## config.mk

```make
export PLATFORM = sky130hd
export DESIGN_NAME = scoreboard_unit
export DESIGN_NICKNAME = d
export VERILOG_FILES = /design/src/rtl/scoreboard_unit_pkg.sv /design/src/rtl/sb_match.sv /design/src/rtl/scoreboard_unit.sv
export SDC_FILE = /design/constraint.sdc
export NUM_CORES = 1
export LEC_CHECK = 0
export ABC_CLOCK_PERIOD_IN_PS = 3300
export CAP_MARGIN = 20
export CELL_PAD_IN_SITES_DETAIL_PLACEMENT = 0
export CELL_PAD_IN_SITES_GLOBAL_PLACEMENT = 1
export CORE_MARGIN = 5
export CORE_UTILIZATION = 39
export CTS_CLUSTER_DIAMETER = 200
export DETAILED_ROUTE_END_ITERATION = 10
export PLACE_DENSITY = 0.86
export SYNTH_ARGS = -nofsm -noshare
export SYNTH_HDL_FRONTEND = slang
export SYNTH_HIERARCHICAL = 1
export SYNTH_SLANG_ARGS = --single-unit
```

## constraint.sdc

```tcl
create_clock -name CLK -period 3.3 [get_ports CLK]
set_clock_uncertainty 0.05 [all_clocks]
set_input_delay 0.33 -clock CLK [delete_from_list [all_inputs] [get_ports CLK]]
set_output_delay 0.33 -clock CLK [all_outputs]
set_load 0.005 [all_outputs]
```

## src/rtl/scoreboard_unit_pkg.sv

```systemverilog
// Shared types for the pipeline scoreboard: slot record, forwarding-select encoding
// and the youngest-producer priority function.
package scoreboard_unit_pkg;

    localparam int REG_W = 5;

    typedef logic [REG_W-1:0] regbits_t;

    typedef enum logic [1:0] {
        FWD_RF    = 2'd0,
        FWD_EXMEM = 2'd1,
        FWD_MEMWB = 2'd2
    } fwd_sel_t;

    typedef struct packed {
        logic     valid;
        regbits_t wsel;
        logic     load;
    } sb_slot_t;

    localparam sb_slot_t SLOT_EMPTY = '0;

    // hit[0] = EX slot, hit[1] = MEM slot, hit[2] = WB slot; the youngest producer wins.
    function automatic fwd_sel_t pick_sel(input logic [2:0] hit, input bit wb_fwd);
        if (hit[0])           return FWD_EXMEM;
        if (hit[1])           return FWD_MEMWB;
        if (hit[2] && wb_fwd) return FWD_MEMWB;
        return FWD_RF;
    endfunction

endpackage

```

## src/rtl/sb_match.sv

```systemverilog
// Compares one in-flight slot against one ID source register.
// Register 0 never matches, and neither does an operand the instruction does not read.
module sb_match
    import scoreboard_unit_pkg::*;
(
    input  sb_slot_t slot,
    input  regbits_t src,
    input  logic     use_src,
    output logic     hit
);

    assign hit = use_src & slot.valid & (src != '0) & (slot.wsel == src);

endmodule

```

## src/rtl/scoreboard_unit.sv

```systemverilog
// Hazard scoreboard beside the ID/EX latch: load-use stall, registered EX forwarding
// selects and a pending-write mask. Define SCOREBOARD_STATS_EN to add stall/flush counters.
module scoreboard_unit
    import scoreboard_unit_pkg::*;
#(
    parameter bit WB_FWD = 1'b1,
    parameter int REGS   = 32
) (
    input  logic            CLK,
    input  logic            nRST,
    input  logic            pipe_en,
    input  logic            flush,
    input  logic            id_valid,
    input  logic [4:0]      id_rs,
    input  logic [4:0]      id_rt,
    input  logic            id_uses_rs,
    input  logic            id_uses_rt,
    input  logic [4:0]      id_wsel,
    input  logic            id_regwen,
    input  logic            id_load,
    output logic            stall,
    output logic [1:0]      fwd_rs,
    output logic [1:0]      fwd_rt,
`ifdef SCOREBOARD_STATS_EN
    output logic [31:0]     stall_cnt,
    output logic [31:0]     flush_cnt,
`endif
    output logic [REGS-1:0] pending
);

    sb_slot_t ex_s, mem_s, wb_s;
    sb_slot_t slot_vec [3];
    fwd_sel_t fwd_rs_q, fwd_rt_q;
    fwd_sel_t nxt_rs, nxt_rt;
    logic [2:0] hit_rs, hit_rt;
    logic eligible, fwd_bubble;

    assign slot_vec[0] = ex_s;
    assign slot_vec[1] = mem_s;
    assign slot_vec[2] = wb_s;

    for (genvar g = 0; g < 3; g++) begin : g_match
        sb_match u_match_rs (
            .slot    (slot_vec[g]),
            .src     (id_rs),
            .use_src (id_uses_rs),
            .hit     (hit_rs[g])
        );
        sb_match u_match_rt (
            .slot    (slot_vec[g]),
            .src     (id_rt),
            .use_src (id_uses_rt),
            .hit     (hit_rt[g])
        );
    end

    // NOTE: every always_comb output gets a default first so no path can infer a latch.
    always_comb begin
        stall      = 1'b0;
        nxt_rs     = FWD_RF;
        nxt_rt     = FWD_RF;
        eligible   = 1'b0;
        fwd_bubble = 1'b1;
        pending    = '0;

        stall      = id_valid & ~flush & ex_s.valid & ex_s.load & (hit_rs[0] | hit_rt[0]);
        nxt_rs     = pick_sel(hit_rs, WB_FWD);
        nxt_rt     = pick_sel(hit_rt, WB_FWD);
        eligible   = id_valid & id_regwen & (id_wsel != '0);
        // Selects are cleared only when no real instruction enters EX; non-writers
        // such as stores still need forwarded operands.
        fwd_bubble = stall | flush | ~id_valid;

        for (int i = 1; i < REGS; i++) begin
            pending[i] = (ex_s.valid  & (ex_s.wsel  == regbits_t'(i)))
                       | (mem_s.valid & (mem_s.wsel == regbits_t'(i)))
                       | (wb_s.valid  & (wb_s.wsel  == regbits_t'(i)));
        end
    end

    // NOTE: sequential state uses non-blocking assignments so all slots shift from pre-edge values.
    always_ff @(posedge CLK or negedge nRST) begin
        if (!nRST) begin
            ex_s     <= SLOT_EMPTY;
            mem_s    <= SLOT_EMPTY;
            wb_s     <= SLOT_EMPTY;
            fwd_rs_q <= FWD_RF;
            fwd_rt_q <= FWD_RF;
        end else if (pipe_en) begin
            wb_s  <= mem_s;
            mem_s <= ex_s;
            if (stall || flush || !eligible) begin
                ex_s <= SLOT_EMPTY;
            end else begin
                ex_s <= '{valid: 1'b1, wsel: id_wsel, load: id_load};
            end
            fwd_rs_q <= fwd_bubble ? FWD_RF : nxt_rs;
            fwd_rt_q <= fwd_bubble ? FWD_RF : nxt_rt;
        end
    end

    assign fwd_rs = fwd_rs_q;
    assign fwd_rt = fwd_rt_q;

`ifdef SCOREBOARD_STATS_EN
    always_ff @(posedge CLK or negedge nRST) begin
        if (!nRST) begin
            stall_cnt <= '0;
            flush_cnt <= '0;
        end else begin
            if (stall && pipe_en && stall_cnt != '1) stall_cnt <= stall_cnt + 32'd1;
            if (flush && pipe_en && flush_cnt != '1) flush_cnt <= flush_cnt + 32'd1;
        end
    end
`endif

endmodule
```

==> summary.md <==
| Metric | Value |
|---|---|
| Leakage power | 1.21 nW |
| TritonCTS clock tree | built |
| Filler instances | 550 |
| Reg-to-reg slack, setup | 1.11 ns |
| Post-Synthesis Net Count | 289 |
| Sw Share | 29.7% |
| Clock transition at path regs | 0.08 ns |
| Detailed Route WL | 6620 um |
| Status | complete, no violations |
| Max H-tree Level | 1 |
| Dpl cells | 384 |
| Finish-stage setup viols | 0 |
| Row count | 27 |
| Vias in the first global route | 2,234 |
| Input/output buffers | 59 |
| Logic pwr share | 22.5% |
| Hold slack | 0.236 ns |
| Via density | 5.79 |
| Switching pwr | 0.192 mW |
| Slew @ Worst Pin | 0.724 ns |
| Hold_buf cts | 0 |
| Layout cells sized above 1 | 11.0% |
| First-pass GRT wire length | 11,000 um |
| Critical path type | input port to output pin |
| Final HPWL DP | 4840 um |
| Fmax | 0.351 GHz |
| Vert. Die Dim | 85.6 um |
| CTS Buf Count | 3 |
| Remaining Overflow, GRT | 0 |
| Post-route insts no fill | 389 |
| Pin count of the biggest net entering global routing | 24 |
| Post-route cell area | 2930 um2 |
| Die ar. | 7330 um2 |
| Fin. Hold Viols | 0 |
| Core Box Area | 5540 um2 |
| Critical path peak fanout | 6 |
| Initial antenna violation count | 0 |
| Routed via count | 2,251 |
| Commonest non-fill, non-tap cell in the layout | clkdlybuf4s50_1 |
| Worst Setup SP | id_rt[0] |
| Critical Path End | stall |
| Net count reported at finish | 342 |
| Slew Limit Fails | 0 |
| CTS Buffer Depth | 2 |
| Synth-to-Final Area Change | 31.6% |
| DRT iter0 DRCs | 190 |
| Detailed-route DRC error count | 0 |
| FF-to-FF path depth | 6 |
| Clk_lat worst skew | 0.26 ns |
| Part of the cycle the worst path needs | 86.4% |
| Synth Warn # | 6 |
| Worst min path class | input port to async pin |
| Crit end category | output pin |
| Post-route ant nets | 0 |
| Worst r2r src | ex_s[4] |
| Peak VDD IR | 0.185 mV |
| Root Buffer | clkbuf_8 |
| Num ports | 61 |
| Pre-antenna DRT Iters | 4 |
| Commonest cells after routing, fill and taps aside | clkdlybuf4s50_1 (59), nand2_1 (57), xnor2_1 (24) |
| Clock sink count | 23 |
| Effective utilization at floorplan | 40.2% |
| Postcts setup bufs | 0 |
| Number of diodes | 0 |
| Power Internal | 0.454 mW |
| DIE WIDTH | 85.6 um |
| Placement Cell Area | 2860 um2 |
| Gr usage total | 18.1% |
| Rel. slew slack | 51.7% |
| Worst endpoint data arrival time | 2.47 ns |
| Post-synthesis cell count | 265 |
| Reg power frac | 51.3% |
| R2R Path End | ex_s[1] |
| Clk network pwr share | 26.2% |
| PostCTS Resize Cnt | 0 |
| Power per cell area | 220 nW/um2 |
| Final worst path period need | 2.85 ns |
| Post-Syn Area | 2230 um2 |
| Worst Path Required | 2.92 ns |
| Total of max-cap violations | 0 |
| Startpoint Class | input port |
| Setup TNS | 0 ns |
| Routability congestion estimate | 0.833 |
| WL/cell | 17.0 um |
| RSZ-0062 raised after global routing | false |
| Syn Area/Cell | 8.41 um2 |
[critical path, stage by stage]
cell	delay (ns)
clkdlybuf4s50_1	0.61
xnor2_1	0.15
o2111ai_1	0.14
nor3b_2	0.35
o211ai_1	0.20
nor2b_1	0.16
clkdlybuf4s50_1	0.52
[how the worst min path moves through the flow]
stage / startpoint / endpoint / cells after the start
2_1_floorplan: nRST / ex_s[0] / 0
3_3_place_gp: fwd_rt[1] / fwd_rt[1] / 1
3_5_place_dp: fwd_rt[1] / fwd_rt[1] / 1
4_1_cts: fwd_rs[1] / fwd_rs[1] / 1
5_1_grt: nRST / fwd_rt[1] / 1
6_report: nRST / fwd_rt[1] / 1
[state kept, by name, summed over array words and instances, names as in the netlist]
name	count
ex_s	7
mem_s	6
slot_vec	6
fwd_rt	2
fwd_rs	2
[layer usage]
metal | GRT usage, % | up-vias | routed length, um
li1 | - | 1102 | -
met4 | 3.17 | 0 | 48
met3 | 2.40 | 8 | 483
met1 | 25.3 | 1049 | 2980
met2 | 30.1 | 92 | 3110
met5 | 0 | - | 0
[power groups by stage]
stage	clock network (mW)	logic, mW	registers (mW)
after floorplan	0	0.0860	0.318
after global placement	0	0.140	0.335
after detailed placement	0	0.141	0.336
after CTS	0.172	0.141	0.330
after global routing	0.183	0.158	0.335
final	0.170	0.145	0.331
[through the flow]
| step | setup WS [ns] | total power, mW | utilization (%) |
|---|---|---|---|
| after floorplan | 1.63 | 0.404 | - |
| after global placement | 0.525 | 0.475 | 51.6 |
| after detailed placement | 0.520 | 0.477 | 51.6 |
| after CTS | 0.502 | 0.644 | 52.4 |
| after global routing | 0.342 | 0.677 | 52.9 |
| final | 0.449 | 0.646 | 52.9 |
[layout make-up]
cell class,count,area (um2),share of cell area [%]
Clock buffer,3,41.3,1.41
Clock inverter,1,5.00,0.171
Inverter,11,41.3,1.41
Multi-Input combinational cell,217,1550,52.7
Sequential cell,23,576,19.6
Tap cell,72,90.1,3.07
Timing Repair Buffer,62,633,21.6
Power figures use the tool's default switching activity.
==> RTL change 1, RTL diff (same settings) <==
Change the parameter `WB_FWD` from 1'b1 to 1'b0.
--- a/src/rtl/scoreboard_unit.sv
+++ b/src/rtl/scoreboard_unit.sv
@@ -4,5 +4,5 @@
     import scoreboard_unit_pkg::*;
 #(
-    parameter bit WB_FWD = 1'b1,
+    parameter bit WB_FWD = 1'b0,
     parameter int REGS   = 32
 ) (
Check against the original RTL: not equivalent (a bounded check fails within 10 cycles, from zero or initial values and one cycle with nRST low).
==> RTL change 1 against the unedited design <==
- design area down 4.2%
- worst setup slack improved by 53 ps
- power fell by 2.5%
- highest routed layer unchanged
- area after synthesis fell by 4.5%
- critical path depth unchanged
- critical path type unchanged
- fmax is 1.9% higher
- sequential share of layout area increased by 0.86 points
- largest cell class unchanged
- sequential cell count did not move
- wire length shrank 1.3%
- register-to-register slack gained 250 ps
==> RTL change 1: results (changes against the unedited design) <==
H-tree levels - 1 (unchanged)
number of DRC markers in iteration 0 - 185 (-2.6%)
gpl congestion - 0.884 (+6.1%)
Detailed Route WL - 6540 microns (-1.3%)
# resized after CTS - 0 (unchanged)
TritonCTS clock tree - yes
largest net degree at the start of global routing - 24 (unchanged)
vias post-DR - 2146 (-4.7%)
Fillers - 507 (-7.8%)
worst-margin pin slew - 700 ps (-23.3 ps)
syn_nets - 275 (-4.8%)
FF-to-FF Start - ex_s[4]$_DFFE_PN0P_
CTS max path bufs - 2 (unchanged)
Setup TNS - 0 ps (unchanged)
CTS buffer count - 3 (unchanged)
Setup violations, final - 0 (unchanged)
initial antenna violation count - 0 (unchanged)
status - finished, final reports clean
Synth warnings - 6 (unchanged)
worst skew pair latency - 260 ps (about the same)
post-CTS setup buffers - 0 (unchanged)
leak pwr - 1.16 nW (-4.2%)
layout cells sized above 1 - 13.6% (+2.6 points)
CP Max Fanout - 4 (-2)
setup slack, reg-to-reg - 1360 ps (+250 ps)
VDD IR-drop max - 0.302 mV (+63%)
gr usage total - 18.5% (+0.43 points)
max reg flops - 7 (unchanged)
Hold Crit Class - primary input to asynchronous set/reset pin
dpl ws - 496 ps (-23.5 ps)
vias in the first global route - 2161 (-3.3%)
hpwl dp - 4910 microns (+1.5%)
Critical Path AT - 2420 ps (-50 ps)
port bufs - 59 (unchanged)
Net count, final - 326 (-4.7%)
register clock-pin slew on the reported worst setup and hold paths - 70 ps
Clock Tree Root - clkbuf_8
# diodes - 0 (unchanged)
RR Endpoint - ex_s[0]$_DFFE_PN0P_
first-pass GRT wire length - 10900 microns (-0.69%)
cells on worst reg2reg path - 6 (unchanged)
DRT Pass-1 Iters - 4 (unchanged)
Largest Register - ex_s
## RTL change 1: cell types whose count changed in the layout (fill, tap and decap cells not counted), sizes merged, moves of 3 or more
cell and delta:
nand2 +10, nor2 -4, a22o -9, nand3b +3
nand3 -3, o2bb2ai +8, xnor2 -8
## RTL change 1: report_power, final
group | switching [W] | leakage (nW) | internal (W) | total [W]
registers | 0.0000362 | 0.316 | 0.000293 | 0.000329
clock network | 0.0000862 | 0.0255 | 0.0000842 | 0.000170
logic | 0.0000616 | 0.815 | 0.0000688 | 0.000130
## RTL change 1: routing by layer
layer / GRT usage [%] / share of wire, %
met1: 24.9 / 46
met4: 4.82 / 1.2
met3: 2.76 / 5.0
met5: 0 / 0
met2: 30.9 / 47
## RTL change 1: worst max-delay path by stage
stage | to | slack (ps) | cells after the start | startpoint
6_report | stall | 500 | 7 | id_rs[0]
5_1_grt | stall | 350 | 7 | id_rs[0]
4_1_cts | stall | 500 | 7 | id_rs[0]
3_5_place_dp | stall | 500 | 7 | id_rs[0]
3_3_place_gp | stall | 560 | 7 | id_rs[0]
2_1_floorplan | stall | 1600 | 5 | ex_s[1]$_DFFE_PN0P_
## RTL change 1: critical path, stage by stage
cell and delay (ps):
clkdlybuf4s50_1 550, xnor2_1 140, o2111ai_1 150, nor3b_2 350, o211ai_2 160, nor3b_1 200, clkdlybuf4s50_1 530
## RTL change 1: cell type report
cell class,count,area (sq um),share of cell area [%]
multi-input combinational,204,1450,51.6
timing repair buffer,62,621,22.1
sequential,23,576,20.5
tap,70,87.6,3.12
clock buffer,3,41.3,1.47
inverter,8,30.0,1.07
clock inverter,1,5.00,0.178
## RTL change 1: metrics by stage
step	hold WS [ps]	power, W	std cells	util [%]	area, sq um
global placement	430	0.000457	366	52.8	2750
global route	226	0.000660	371	54.0	2810
finish	225	0.000630	371	54.0	2810
floorplan	-15.6	0.000394	251	-	2130
CTS	453	0.000630	370	53.7	2800
detailed placement	435	0.000461	366	52.8	2750
==> RTL change 2, RTL diff (same settings) <==
Without the edit above. Set the parameter `REGS` to 64 (it was 32).
--- a/src/rtl/scoreboard_unit.sv
+++ b/src/rtl/scoreboard_unit.sv
@@ -5,5 +5,5 @@
 #(
     parameter bit WB_FWD = 1'b1,
-    parameter int REGS   = 32
+    parameter int REGS   = 64
 ) (
     input  logic            CLK,
Interface: changed (resized pending); port bits go from 61 to 93. The function was not compared with the original's and may differ.
==> RTL change 2 against the unedited design <==
- design area grew 16%
- worst setup slack lost 140 ps
- via count grew 17%
- power grew 6.1%
- non-clock buffer count grew 32
- sequential share of layout area shrank 2.8 points
- largest cell class unchanged
- utilization shrank 1.8 points
- sequential cell count is the same
- area after synthesis grew 18%
- wire length grew 19%
==> RTL change 2: results (changes against the unedited design) <==
status - finished, final reports clean
register clock-pin slew on the reported worst setup and hold paths - 80 ps (about the same)
drt wl/cell - 17.5 microns (+2.6%)
Worst path slowest cell - dfrtp_1
CTS max path bufs - 2 (unchanged)
Largest Register - ex_s
Hold Crit Class - primary input to asynchronous set/reset pin
post-CTS setup buffers - 0 (unchanged)
Synth warnings - 6 (unchanged)
VDD IR-drop max - 0.155 mV (-16%)
port bufs - 91 (+54%)
hold_buf cts - 0 (unchanged)
DRT Pass-1 Iters - 5 (+1)
number of DRC markers in iteration 0 - 193 (+1.6%)
initial antenna violation count - 0 (unchanged)
CP peak stage delay - 790 ps (+180 ps)
CP Max Fanout - 15 (+9)
first-pass GRT wire length - 12800 microns (+16%)
CTS buffer count - 3 (unchanged)
worst skew pair latency - 270 ps
Clock Tree Root - clkbuf_8
syn_nets - 345 (+19%)
Setup violations, final - 0 (unchanged)
Net count, final - 395 (+15%)
# diodes - 0 (unchanged)
max reg flops - 7 (unchanged)
Tmin final - 2990 ps (+137 ps)
H-tree levels - 1 (unchanged)
gr usage total - 18.0% (-0.054 points)
dpl ws - 351 ps (-169 ps)
worst-margin pin slew - 687 ps (-36.4 ps)
Critical Path AT - 2610 ps (+140 ps)
# resized after CTS - 0 (unchanged)
leak pwr - 1.33 nW (+10%)
vias post-DR - 2630 (+17%)
hpwl dp - 5830 microns (+20%)
layout cells sized above 1 - 11.1% (+0.040 points)
largest net degree at the start of global routing - 24 (unchanged)
gpl congestion - 0.818 (-1.8%)
## RTL change 2: cell types whose count changed in the layout (fill, tap and decap cells not counted), sizes merged, moves of 6 or more
cell,unedited run,this run
a32oi,7,0
a22o,9,0
o2bb2ai,1,7
nand3,7,38
clkdlybuf4s50,59,91
## RTL change 2: cell type report
class                      count  area (sq um)
sequential                    23           576
timing repair buffer          94           953
clock buffer                   3          41.3
inverter                      10          37.5
fill                         625          3270
multi-input combinational    239          1700
tap                           80           100
clock inverter                 1          5.00
## RTL change 2: final timing paths
kind                                       start                 endpoint  slack, ps  cells after the start
min in group CLK           fwd_rs[1]$_DFFE_PN0P_    fwd_rs[1]$_DFFE_PN0P_        430                      2
max reg2reg                  ex_s[2]$_DFFE_PN0P_      ex_s[0]$_DFFE_PN0P_       1230                      6
max                          ex_s[2]$_DFFE_PN0P_                    stall        310                      6
min                                         nRST    fwd_rt[0]$_DFFE_PN0P_        250                      1
max in group asynchronous                   nRST  slot_vec[2]$_DFFE_PN0P_       2570                      2
min reg2reg                fwd_rs[1]$_DFFE_PN0P_    fwd_rs[1]$_DFFE_PN0P_        430                      2
## RTL change 2: per-stage QoR
step / hold slack [ps] / std cells / total power [W] / instance area (sq um)
5_1_grt: 265 / 450 / 0.000719 / 3410
4_1_cts: 449 / 449 / 0.000685 / 3390
3_3_place_gp: 429 / 445 / 0.000508 / 3340
3_5_place_dp: 430 / 445 / 0.000512 / 3340
2_1_floorplan: -15.6 / 321 / 0.000429 / 2640
6_report: 253 / 450 / 0.000685 / 3410
## RTL change 2: worst max-delay path, delay by kind of cell, from the launching register on
kind	cells	cell delay (ps)
xor gates and xnor gates	1	190
DFF	1	790
and+or+nand+nor	3	670
AOI/OAI and AO/OA	1	160
buffers and inverters	1	530
## RTL change 2: where the power goes
group	internal, W	total (W)	leakage (nW)	switching, W
sequential	0.000292	0.000343	0.316	0.0000509
combinational	0.0000916	0.000168	0.989	0.0000762
clock	0.0000843	0.000174	0.0255	0.0000900
total	0.000468	0.000685	1.33	0.000217
## RTL change 2: layer usage
metal | up-vias | wire [microns] | global-route usage, %
li1 | 1245 | - | -
met5 | - | 0 | 0
met4 | 0 | 57 | 4.21
met2 | 123 | 3950 | 33.0
met1 | 1254 | 3320 | 22.4
met3 | 8 | 522 | 2.30
